===== src/rtl/sitcp_tcp_tx_pattern_gen.sv =====
// sitcp_tcp_tx_pattern_gen: RBCP-controlled TCP TX test-pattern source with close handshake
module sitcp_tcp_tx_pattern_gen #(
    parameter logic [31:0] BASE_ADDR = 32'h0000_0000,
    parameter logic [7:0]  VERSION   = 8'h01
) (
    input  logic        CLK200M,
    input  logic        SYS_RST,
    input  logic        SiTCP_RST,
    input  logic        TCP_OPEN_ACK,
    input  logic        TCP_CLOSE_REQ,
    output logic        TCP_CLOSE_ACK,
    input  logic        TCP_TX_FULL,
    output logic        TCP_TX_WR,
    output logic [7:0]  TCP_TX_DATA,
    input  logic        RBCP_ACT,
    input  logic [31:0] RBCP_ADDR,
    input  logic [7:0]  RBCP_WD,
    input  logic        RBCP_WE,
    input  logic        RBCP_RE,
    output logic        RBCP_ACK,
    output logic [7:0]  RBCP_RD
);
    typedef enum logic [1:0] {IDLE, SEND, DONE} state_t;
    state_t      state_q, state_d;
    logic [2:0]  ctrl_q, ctrl_d;
    logic [31:0] length_q, length_d, sent_q, sent_d, sent_inc;
    logic [23:0] shadow_q, shadow_d;
    logic [7:0]  inc_q, inc_d, lfsr_q, lfsr_d, data_q, data_d, rd_q, rd_d, rd_mux;
    logic        wr_q, wr_d, ack_q, ack_d, close_ack_q, close_ack_d;
    logic        in_win, acc, wr_en, go;
    logic [3:0]  off;

    assign off      = RBCP_ADDR[3:0];
    assign in_win   = RBCP_ACT && (RBCP_ADDR[31:4] == BASE_ADDR[31:4]);
    assign acc      = in_win && (RBCP_WE || RBCP_RE) && !SiTCP_RST;
    assign wr_en    = in_win && RBCP_WE && !SiTCP_RST;
    assign sent_inc = sent_q + 32'd1;
    assign go       = ctrl_q[0] && TCP_OPEN_ACK && !TCP_CLOSE_REQ && (ctrl_q[2] || length_q != 32'd0);

    always_comb begin
        rd_mux = 8'h00;
        case (off)
            4'h0: rd_mux = {5'b0, ctrl_q};
            4'h1: rd_mux = length_q[31:24];
            4'h2: rd_mux = length_q[23:16];
            4'h3: rd_mux = length_q[15:8];
            4'h4: rd_mux = length_q[7:0];
            4'h5: rd_mux = sent_q[31:24];
            4'h6: rd_mux = shadow_q[23:16];
            4'h7: rd_mux = shadow_q[15:8];
            4'h8: rd_mux = shadow_q[7:0];
            4'h9: rd_mux = {4'b0, state_q == DONE, TCP_TX_FULL, TCP_OPEN_ACK, state_q == SEND};
            4'hA: rd_mux = VERSION;
            default: rd_mux = 8'h00;
        endcase
    end

    always_comb begin
        ctrl_d   = ctrl_q;
        length_d = length_q;
        shadow_d = shadow_q;
        if (wr_en) begin
            case (off)
                4'h0: ctrl_d = RBCP_WD[2:0];
                4'h1: length_d[31:24] = RBCP_WD;
                4'h2: length_d[23:16] = RBCP_WD;
                4'h3: length_d[15:8] = RBCP_WD;
                4'h4: length_d[7:0] = RBCP_WD;
                default: ;
            endcase
        end
        // Reading the MSB freezes the lower bytes so a 4-byte readback is coherent
        if (acc && RBCP_RE && off == 4'h5)
            shadow_d = sent_q[23:0];
        ack_d       = acc;
        rd_d        = acc ? rd_mux : 8'h00;
        close_ack_d = TCP_CLOSE_REQ && !SiTCP_RST;
    end

    always_comb begin
        state_d = state_q;
        sent_d  = sent_q;
        inc_d   = inc_q;
        lfsr_d  = lfsr_q;
        wr_d    = 1'b0;
        data_d  = 8'h00;
        if (SiTCP_RST) begin
            state_d = IDLE;
            sent_d  = 32'd0;
            inc_d   = 8'h00;
            lfsr_d  = 8'hFF;
        end else begin
            case (state_q)
                IDLE: if (go) begin
                    state_d = SEND;
                    sent_d  = 32'd0;
                    inc_d   = 8'h00;
                    lfsr_d  = 8'hFF;
                end
                SEND: begin
                    if (!ctrl_q[0] || !TCP_OPEN_ACK || TCP_CLOSE_REQ)
                        state_d = IDLE;
                    else if (!ctrl_q[2] && length_q <= sent_q)
                        state_d = DONE;
                    else if (!TCP_TX_FULL) begin
                        wr_d    = 1'b1;
                        data_d  = ctrl_q[1] ? lfsr_q : inc_q;
                        sent_d  = sent_inc;
                        inc_d   = inc_q + 8'd1;
                        lfsr_d  = {lfsr_q[6:0], lfsr_q[7] ^ lfsr_q[5] ^ lfsr_q[4] ^ lfsr_q[3]};
                        state_d = (!ctrl_q[2] && sent_inc == length_q) ? DONE : SEND;
                    end
                end
                DONE: state_d = ctrl_q[0] ? DONE : IDLE;
                default: state_d = IDLE;
            endcase
        end
    end

    always_ff @(posedge CLK200M or posedge SYS_RST) begin
        if (SYS_RST) begin
            state_q     <= IDLE;
            ctrl_q      <= 3'b0;
            length_q    <= 32'd0;
            sent_q      <= 32'd0;
            shadow_q    <= 24'd0;
            inc_q       <= 8'h00;
            lfsr_q      <= 8'hFF;
            data_q      <= 8'h00;
            wr_q        <= 1'b0;
            ack_q       <= 1'b0;
            rd_q        <= 8'h00;
            close_ack_q <= 1'b0;
        end else begin
            state_q     <= state_d;
            ctrl_q      <= ctrl_d;
            length_q    <= length_d;
            sent_q      <= sent_d;
            shadow_q    <= shadow_d;
            inc_q       <= inc_d;
            lfsr_q      <= lfsr_d;
            data_q      <= data_d;
            wr_q        <= wr_d;
            ack_q       <= ack_d;
            rd_q        <= rd_d;
            close_ack_q <= close_ack_d;
        end
    end

    assign TCP_TX_WR     = wr_q;
    assign TCP_TX_DATA   = data_q;
    assign RBCP_ACK      = ack_q;
    assign RBCP_RD       = rd_q;
    assign TCP_CLOSE_ACK = close_ack_q;
endmodule


===== config.mk =====
export PLATFORM = sky130hd
export DESIGN_NAME = sitcp_tcp_tx_pattern_gen
export DESIGN_NICKNAME = d
export VERILOG_FILES = /design/src/rtl/sitcp_tcp_tx_pattern_gen.sv
export SDC_FILE = /design/constraint.sdc
export NUM_CORES = 1
export LEC_CHECK = 0
export CAP_MARGIN = 20
export CORE_AREA = 2 2 157 113
export CTS_BUF_LIST = sky130_fd_sc_hd__clkbuf_8
export DETAILED_ROUTE_END_ITERATION = 16
export DIE_AREA = 0 0 159 115
export PLACE_DENSITY = 0.7
export SKIP_LAST_GASP = 1
export SYNTH_ARGS = -nofsm -noshare
export SYNTH_HDL_FRONTEND = slang
export SYNTH_SLANG_ARGS = --single-unit

===== constraint.sdc =====
create_clock -name CLK200M -period 7.03 [get_ports CLK200M]
set_input_delay 2.109 -clock CLK200M [delete_from_list [all_inputs] [get_ports CLK200M]]
set_output_delay 2.109 -clock CLK200M [all_outputs]
set_load 0.05 [all_outputs]

==> results.toml, run 1 <==
[status]
outcome = "completed"

[critical_path]
critical_r2r_launch = "sent_q[25]"
slowest_delay_ps = 660
worstSetupPathType = "input pin to flip-flop"
rrSetupSlack_ps = 2790
critPathLaunch = "SiTCP_RST"
worstReg2RegEnd = "inc_q[1]"
cp_max_fo = 8
crit_path_cell_trace = "clkdlybuf4s50_1 > nor4b_1 > nand4_1 > nor2_1 > nand2_1 > nor3_1 > nand3_1 > mux2_2"
cp-end-kind = "flip-flop"
worstSetupStartpointType = "input pin"
reg2reg_depth = 12
cp_data_required_time_ps = 7380
worst_path_max_delay_cell = "nor3_1"
worst-endpoint-arrival_ps = 4890

[clocking]
htree_levels = 4
numClockSinks = 128
cts_root_buf = "clkbuf_8"
cts.repair_timing.setup_buffer_count = 0
path_clk_slew_ps = 90
tritoncts = "yes"
cts.repair.resized = 0
cts_hold_buffers = 0
total_clock_buffers_created_by_cts = 17
insertion_delay_ps = 460
cts_buffer_depth = 2

[layout]
drive_above_1_share_pct = 17.5
final_nets = 988
relative_area_change_from_synthesis_to_final_layout_pct = 15.4
num-fill-cells = 1500
final-seq-area_um2 = 3210
post-route-util_pct = 56.9
number_of_antenna_diodes = 0
multiInputGateArea_um2 = 4640

[hold_path]
hold_path.startpoint = "lfsr_q[0]"
worstHoldPathCells = 1
worst_hold_path.endpoint = "lfsr_q[1]"
worstHoldPathType = "flip-flop to flip-flop"

[power_and_ir_drop]
peakVddDrop_mv = 0.0855
power_per_cell_area_nw_per_um2 = 157
power.static_leakage_nw = 4.00
post-layout-total-power_mw = 1.50

[synthesis]
syn_area_per_cell_um2 = 9.56
netlist_instances = 866
synthDistinctLibCells = 73
synth_top_flop_cell = "dfrtp_1"
ys_seq_elements = 128
synthArstFlopShare_pct = 100
syn_std_cell_area_um2 = 8280
synth_fp_nets = 949
synth-edff-count = 0
yosysWarningCount = 0
synth.yosys.seq_area_share_pct = 38.8

[sta]
worst_slew_pin_slew_ps = 1040
rsz_0062_raised_after_global_routing = "false"
time_the_worst_path_needs_with_i_o_delays_and_setup_ps = 4530
timing.max_slew.rel_slack_pct = 29.0
finalClockSkew_ps = 20.1
report.final.setup_viol = 0
maxSlewViolCount = 0
maxClockFrequency_ghz = 0.221
layout_worst_path_cycle_share_pct = 64.5
finalHoldViolations = 0
timing.setup.tns_ps = 0
final.hold.worst_slack_ps = 512

[detailed_routing]
detail_route.wl_per_cell_um = 23.2
drt_drc_violations_left = 0
drt_first_pass_iters = 5
finalWirelength_um = 26700
via_per_inst = 6.44
ant_nets = 0
initialDrtViolationCount = 1125
num_vias = 7404

[place]
port_buffers = 67
final_weighted_congestion_in_routability_driven_placement = 0.970
dp.final_hpwl_um = 19600

[floorplanning]
fp.dieH_um = 115
die_x_um = 159
io-pin-count = 68
placeable_core_area_um2 = 16800
rows = 40
initial_utilization_pct = 49.3
die_area_um2 = 18300

[global_route]
aggregate_global_routing_overflow = 0
pin_count_of_the_biggest_net_entering_global_routing = 47
initial_antenna_violation_count = 2
grt_usage_pct = 30.3
grt_pass1_wl_um = 42300
via_count_of_the_first_global_routing_pass = 7044

[flow_run]
timing.max_cap.violations = 0
==> worst max-delay path: cells and delay by family <==
family | cells | cell delay [ps]
buffers and inverters | 1 | 500
AND/OR/NAND/NOR | 6 | 1870
multiplexers | 1 | 410
==> where the power goes <==
group,internal (mW),switching [mW],total (mW),leakage [nW]
Combinational,0.0341,0.0529,0.0869,2.04
Sequential,0.736,0.0000924,0.736,1.76
Clock,0.337,0.342,0.679,0.206
==> cell families after synthesis <==
group           count (synthesis)  share of synthesized area, %
mux                            80                          10.8
simple gates                  275                          17.5
buf+inv                       109                          5.51
fa+ha+maj                      34                          5.14
xor+xnor                       50                          5.29
flops                         128                          38.8
compound gates                190                          17.0
==> cell usage after synthesis (5+ instances only) <==
master      n  share of area, %
nor4_1     32               2.4
xor2_1     16               1.7
a31o_2     23               2.4
nor2b_1     7              0.53
inv_1      44               2.0
mux2_2     62               8.4
or3_1       6              0.45
a31oi_1     6              0.45
nor3_1     16              0.97
nor2_1     54               2.4
xnor2_1    34               3.6
mux2i_1    17               2.1
o41ai_1    20               2.1
a221oi_1    5              0.53
dfrtp_1   120                36
o22a_1      7              0.74
o22ai_1     5              0.38
a22oi_1    13               1.2
nand4_1    31               2.3
a32oi_1     6              0.63
a21oi_1    30               1.8
o21ai_0    29               1.8
or4_1       5              0.45
o21bai_1    9              0.82
nand3_1    51               3.1
clkbuf_1   52               2.4
dfstp_2     8               2.5
nand2_1    48               2.2
ha_1       34               5.1
==> routing by layer <==
layer	part of all wire [%]	GRT usage, %	vias to the layer above
met2	41	41.7	402
met4	1.2	6.67	0
met1	46	46.3	3649
met5	0	0	-
li1	-	-	3324
met3	12	9.24	29
==> flip-flops by register name, summed over array words and instances, names as in the netlist, 2 cells and up <==
name / count
RBCP_RD: 8
length_q: 32
ctrl_q: 3
inc_q: 8
shadow_q: 24
lfsr_q: 8
state_q: 2
TCP_TX_DATA: 8
sent_q: 32
==> per-stage QoR <==
stage / setup slack [ps] / area (um^2) / cells
after floorplan: 1520 / 8280 / 866
after global placement: 2170 / 9090 / 1115
after detailed placement: 2090 / 9120 / 1116
after CTS: 2590 / 9530 / 1148
after global routing: 2410 / 9560 / 1149
final: 2500 / 9560 / 1149
==> worst max-delay path by stage <==
stage               depth (start not counted)  slack, ps            to
floorplan                                   1       1520      RBCP_ACK
global placement                            6       2170   shadow_q[5]
detailed placement                          6       2090  shadow_q[16]
CTS                                         6       2590   shadow_q[3]
global route                                8       2410  length_q[10]
finish                                      8       2500  length_q[12]
==> layout by cell type (no fill, tap or decap), drive strengths merged, types with 4 or more instances in the layout <==
cell type      netlist  routed
a21oi               30      30
o22a                 7       7
nand4               32      32
o21bai               9       9
o31ai                4       4
o41ai               20      20
or4                  8       8
or3                  7       7
nor2                54      54
ha                  34      34
inv                 45      54
a2111oi              4       4
o21ai               30      30
a31o                23      23
a221oi               5       5
or2                  4       4
nor4                34      34
a32oi                6       6
mux2                62      62
a31oi                6       6
nand3               51      51
clkbuf              55      18
xnor2               34      34
clkdlybuf4s50        0      67
xor2                16      16
nand2               48      48
nor3                16      16
nor2b                7       7
o22ai                5       5
dfrtp              120     120
a21o                 4       4
dfstp                8       8
a22oi               13      13
buf                  8      16
mux2i               17      17
==> final cells by class <==
type | instances | share of cell area, %
multi-input cells | 629 | 48.5
flip-flops and latches | 128 | 33.6
repair buffers | 83 | 8.69
well taps | 231 | 3.02
clock buffers | 18 | 2.59
inverters | 46 | 1.83
clock inverters | 14 | 1.75
Power figures use the tool's default switching activity.
==> run 2: changes to the inputs <==
--- a/config.mk
+++ b/config.mk
@@ -10,7 +10,7 @@
 export CTS_BUF_LIST = sky130_fd_sc_hd__clkbuf_8
 export DETAILED_ROUTE_END_ITERATION = 16
 export DIE_AREA = 0 0 159 115
-export PLACE_DENSITY = 0.7
+export PLACE_DENSITY = 0.72
 export SKIP_LAST_GASP = 1
 export SYNTH_ARGS = -nofsm -noshare
 export SYNTH_HDL_FRONTEND = slang
==> constraint.sdc (replaced) <==
create_clock -name CLK200M -period 4.03 [get_ports CLK200M]
set_input_delay 1.209 -clock CLK200M [delete_from_list [all_inputs] [get_ports CLK200M]]
set_output_delay 1.209 -clock CLK200M [all_outputs]
set_load 0.05 [all_outputs]
==> run 2 against run 1 <==
Setup slack got worse by 2100 ps. Sequential cell count unchanged. Design area increased by 3.3%. Largest cell class unchanged. Non-clock buffer count increased by 41. Sequential power increased by 74%. Critical path depth increased by 2. Critical path type is now flip-flop to flip-flop. Via count increased by 3.1%. First-iteration DRC count increased by 1.2%. Clock-buffer cell count decreased by 1. Critical endpoint is now inc_q[7].
==> results.toml, run 2 (synthesis gave the netlist of run 1 again) <==
[status]
outcome = "completed"

[critical_path]
cp_data_required_time_ps = 4410
cp_max_fo = 25
worst-endpoint-arrival_ps = 4060
worstSetupPathType = "flip-flop to flip-flop"
cp-end-kind = "flip-flop"
worstSetupStartpointType = "flip-flop"

[layout]
most_common_library_cell_in_the_layout_ignoring_fill_and_taps = "dfrtp_1"
largest_registers = "length_q x32, sent_q x32, shadow_q x24"
post-route-util_pct = 58.8
design_area_um2 = 9880
mostFrequentLayoutCells = "dfrtp_1 (120), clkdlybuf4s50_1 (67), mux2_2 (62), nor2_1 (53), buf_4 (53)"
final_nets = 1029
drive_above_1_share_pct = 21.1
relative_area_change_from_synthesis_to_final_layout_pct = 19.3

[clocking]
htree_levels = 4
path_clk_slew_ps = 90
tritoncts = "yes"
cts.repair.resized = 0
total_clock_buffers_created_by_cts = 17
cts_buffer_depth = 2
insertion_delay_ps = 470
numClockSinks = 128
cts_root_buf = "clkbuf_8"
cts.repair_timing.setup_buffer_count = 0
cts_hold_buffers = 0

[global_route]
via_count_of_the_first_global_routing_pass = 7286
aggregate_global_routing_overflow = 0
grt_pass1_wl_um = 43800
grt_usage_pct = 31.8
initial_antenna_violation_count = 2
pin_count_of_the_biggest_net_entering_global_routing = 129

[floorplanning]
initial_utilization_pct = 49.3
io-pin-count = 68
fp.dieH_um = 115
die_x_um = 159
die_area_um2 = 18300
placeable_core_area_um2 = 16800
rows = 40

[power_and_ir_drop]
peakVddDrop_mv = 0.169
power_per_cell_area_nw_per_um2 = 270
power.static_leakage_nw = 4.23

[sta]
time_the_worst_path_needs_with_i_o_delays_and_setup_ps = 3680
finalClockSkew_ps = 18.6
rsz_0062_raised_after_global_routing = "false"
worst_slew_pin_slew_ps = 798
timing.max_slew.rel_slack_pct = 46.8
maxClockFrequency_ghz = 0.272
report.final.setup_viol = 0
maxSlewViolCount = 0
timing.setup.tns_ps = 0
finalHoldViolations = 0
final.hold.worst_slack_ps = 519
layout_worst_path_cycle_share_pct = 91.3

[place]
port_buffers = 67
dp.final_hpwl_um = 20700
final_weighted_congestion_in_routability_driven_placement = 0.979
dpl-instance-area_um2 = 9460

[detailed_routing]
num_vias = 7632
finalWirelength_um = 27900
drt_first_pass_iters = 7
via_per_inst = 6.41
detail_route.wl_per_cell_um = 23.4
initialDrtViolationCount = 1138
ant_nets = 0
drt_drc_violations_left = 0

[hold_path]
worstHoldPathType = "flip-flop to flip-flop"

[flow_run]
timing.max_cap.violations = 0
-- run 2: cell count changes in the layout (fill, tap and decap cells not counted), sizes merged --
cell and change:
buf +41, clkinv +1, clkbuf -1, diode +1
-- run 2: worst paths after layout --
check,startpoint,endpoint,slack [ps],depth (start not counted)
worst min register to register,shadow_q[13],shadow_q[13],520,1
worst max-delay path,sent_q[24],inc_q[7],350,10
min in group asynchronous,SYS_RST,length_q[29],1280,3
max in group asynchronous,SYS_RST,sent_q[7],2200,3
worst max register to register,sent_q[24],inc_q[7],350,10
worst min-delay path,shadow_q[13],shadow_q[13],520,1
-- run 2: metal layers --
layer | track usage, % | wire length [um]
met5 | 0 | 13
met4 | 9.27 | 558
met3 | 10.2 | 3350
met2 | 44.0 | 11200
met1 | 47.2 | 12800
-- run 2: through the flow --
step,worst slack [ps],power [mW],std cells
floorplan,844,1.38,866
global placement,419,1.47,1157
detailed placement,365,1.47,1158
CTS,493,2.68,1190
global route,158,2.74,1190
finish,349,2.66,1191
-- run 2: layout make-up --
cell class | instances | area (um^2)
well taps | 231 | 289
diodes | 1 | 2.50
multi-input cells | 629 | 4640
flip-flops and latches | 128 | 3210
fillers | 1447 | 6930
repair buffers | 124 | 1140
clock inverters | 15 | 189
inverters | 46 | 176
clock buffers | 17 | 234
-- run 2: report_power, final --
part	total (mW)	switching (mW)	internal (mW)
Combinational	0.159	0.0937	0.0652
Clock	1.22	0.637	0.583
Sequential	1.28	0.000170	1.28
Total	2.66	0.731	1.93
-- run 2: worst max-delay path: stages (launching register included) --
cell      delay, ps
dfrtp_1         570
inv_1           130
ha_1            300
nand4_1         120
nor4_1          370
nand2_1         250
a211oi_1        690
o311ai_4        310
buf_12          270
or4_1           500
o21ai_0          90
==> run 3: changes to the inputs <==
--- a/config.mk
+++ b/config.mk
@@ -6,11 +6,13 @@
 export NUM_CORES = 1
 export LEC_CHECK = 0
 export CAP_MARGIN = 20
-export CORE_AREA = 2 2 157 113
+export CELL_PAD_IN_SITES_DETAIL_PLACEMENT = 1
+export CELL_PAD_IN_SITES_GLOBAL_PLACEMENT = 2
+export CORE_AREA = 2 2 187 134
 export CTS_BUF_LIST = sky130_fd_sc_hd__clkbuf_8
 export DETAILED_ROUTE_END_ITERATION = 16
-export DIE_AREA = 0 0 159 115
-export PLACE_DENSITY = 0.72
+export DIE_AREA = 0 0 189 136
+export PLACE_DENSITY_LB_ADDON = 0.1
 export SKIP_LAST_GASP = 1
 export SYNTH_ARGS = -nofsm -noshare
 export SYNTH_HDL_FRONTEND = slang
==> run 3 against run 2 <==
Power is 3.6% lower. Routed wire length is 20% higher. Register-to-register slack worse by 160 ps. Sequential cell count stayed put. Critical path depth stayed put. Combinational power is 4% higher. Core utilization is 17 points lower. Design area is 1.4% higher. Sequential power hardly changed. Critical path type unchanged. Largest power group unchanged. Highest routed layer is now met4.
==> results.toml, run 3 (synthesis gave the netlist of run 1 again) <==
[status]
outcome = "completed"

[sta]
maxClockFrequency_ghz = 0.261
rsz_0062_raised_after_global_routing = "false"
finalClockSkew_ps = 11.3
time_the_worst_path_needs_with_i_o_delays_and_setup_ps = 3840
report.final.setup_viol = 0
maxSlewViolCount = 0
final.hold.worst_slack_ps = 512
finalHoldViolations = 0
post-route-worst-setup-slack_ps = 191
worst_slew_pin_slew_ps = 1050
timing.max_slew.rel_slack_pct = 29.4
layout_worst_path_cycle_share_pct = 95.2
timing.setup.tns_ps = 0

[place]
dp.final_hpwl_um = 25900
final_weighted_congestion_in_routability_driven_placement = 0.912
dpl_worst_slack_ps = 65.0
dpl-instance-area_um2 = 9630
port_buffers = 67

[layout]
final-seq-area_um2 = 3210
largest_registers = "length_q x32, sent_q x32, shadow_q x24"
multiInputGateArea_um2 = 4650
design_area_um2 = 10000
drive_above_1_share_pct = 21.7
mostFrequentLayoutCells = "dfrtp_1 (120), clkdlybuf4s50_1 (67), buf_4 (65), mux2_2 (62), nor2_1 (53)"
final_nets = 1039
most_common_library_cell_in_the_layout_ignoring_fill_and_taps = "dfrtp_1"
num-fill-cells = 2731
relative_area_change_from_synthesis_to_final_layout_pct = 21.0

[detailed_routing]
drt_drc_violations_left = 0
detail_route.wl_per_cell_um = 25.9
wl_met3_um = 2390
initialDrtViolationCount = 655
via_per_inst = 5.97
met1Wirelength_um = 16300
drt_first_pass_iters = 5
ant_nets = 0
detail_route_met2_wl_um = 14400
finalWirelength_um = 33600
num_vias = 7733
routed.top_layer = "met4"

[floorplanning]
placeable_core_area_um2 = 24100
fp.dieH_um = 136
die_area_um2 = 25700
rows = 48
die_x_um = 189
io-pin-count = 68
initial_utilization_pct = 34.4

[power_and_ir_drop]
sw_frac_of_total_pct = 27.2
peakVddDrop_mv = 0.196
power_per_cell_area_nw_per_um2 = 256
clock_power_share_pct = 43.6
internal_cell_power_mw = 1.87
comb_power_share_pct = 6.4
power.static_leakage_nw = 4.24
sequentialPowerShare_pct = 50.0
power.switching_mw = 0.699
post-layout-total-power_mw = 2.57

[critical_path]
worstSetupStartpointType = "flip-flop"
cp_data_required_time_ps = 4420
worstSetupPathType = "flip-flop to flip-flop"
cp_max_fo = 6
cp-end-kind = "flip-flop"
worst-endpoint-arrival_ps = 4230

[global_route]
via_count_of_the_first_global_routing_pass = 7753
initial_antenna_violation_count = 1
grt_usage_pct = 26.7
grt_pass1_wl_um = 50500
aggregate_global_routing_overflow = 0
pin_count_of_the_biggest_net_entering_global_routing = 47

[clocking]
cts_hold_buffers = 0
numClockSinks = 128
cts_buffer_depth = 2
htree_levels = 4
total_clock_buffers_created_by_cts = 17
cts_root_buf = "clkbuf_8"
path_clk_slew_ps = 80
insertion_delay_ps = 480
tritoncts = "yes"

[flow_run]
timing.max_cap.violations = 0

[hold_path]
worstHoldPathType = "flip-flop to flip-flop"
[run 3: cell types whose count changed in the layout (fill, tap and decap cells not counted), sizes merged]
cell / before / now
bufinv: 2 / 1
clkinv: 3 / 4
buf: 57 / 67
inv: 54 / 48
clkbuf: 17 / 19
clkinvlp: 2 / 6
[run 3: final timing paths]
check,start,slack [ps],cells past startpoint,endpoint
hold / removal,shadow_q[17],510,1,shadow_q[17]
max in group asynchronous,SYS_RST,2100,3,RBCP_RD[3]
min in group asynchronous,SYS_RST,1130,2,sent_q[19]
setup reg to reg,sent_q[27],190,10,sent_q[3]
hold reg to reg,shadow_q[17],510,1,shadow_q[17]
setup / recovery,sent_q[27],190,10,sent_q[3]
[run 3: power by group through the flow]
stage | combinational (mW) | clock [mW] | sequential [mW]
after floorplan | 0.0637 | 0 | 1.31
after global placement | 0.163 | 0 | 1.31
after detailed placement | 0.165 | 0 | 1.31
after CTS | 0.166 | 1.14 | 1.28
after global routing | 0.178 | 1.19 | 1.28
final | 0.165 | 1.12 | 1.28
[run 3: worst max-delay path, stage by stage (launching register included)]
cell and delay [ps]:
dfrtp_1 510, inv_1 170, ha_1 350, nand4_1 130
nor4_1 330, nand2_1 250, a211oi_1 770, o311ai_4 240
buf_4 250, or4_2 640, o21ai_0 100
[run 3: area by class of cell]
cell class	instances	area share [%]
clock buffers	19	2.61
inverters	46	1.76
repair buffers	134	12.0
clock inverters	13	1.15
diodes	1	0.0250
multi-input cells	629	46.4
flip-flops and latches	128	32.1
well taps	325	4.06
[run 3: metrics by stage]
stage	util [%]	cells
floorplan	-	866
global placement	40.0	1262
detailed placement	40.0	1262
CTS	41.6	1294
global route	41.6	1294
finish	41.6	1295
[run 3: per-layer routing]
layer	global-route usage, %	vias up
li1	-	3416
met1	39.1	4034
met2	39.3	250
met3	6.30	33
met4	6.99	0
met5	0	-
[run 3: timing repair]
action | 4_1_cts | 5_1_grt
gates resized for setup | 0 | 1
endpoints found under the setup margin | 0 | 9
buffers inserted | 0 | 0
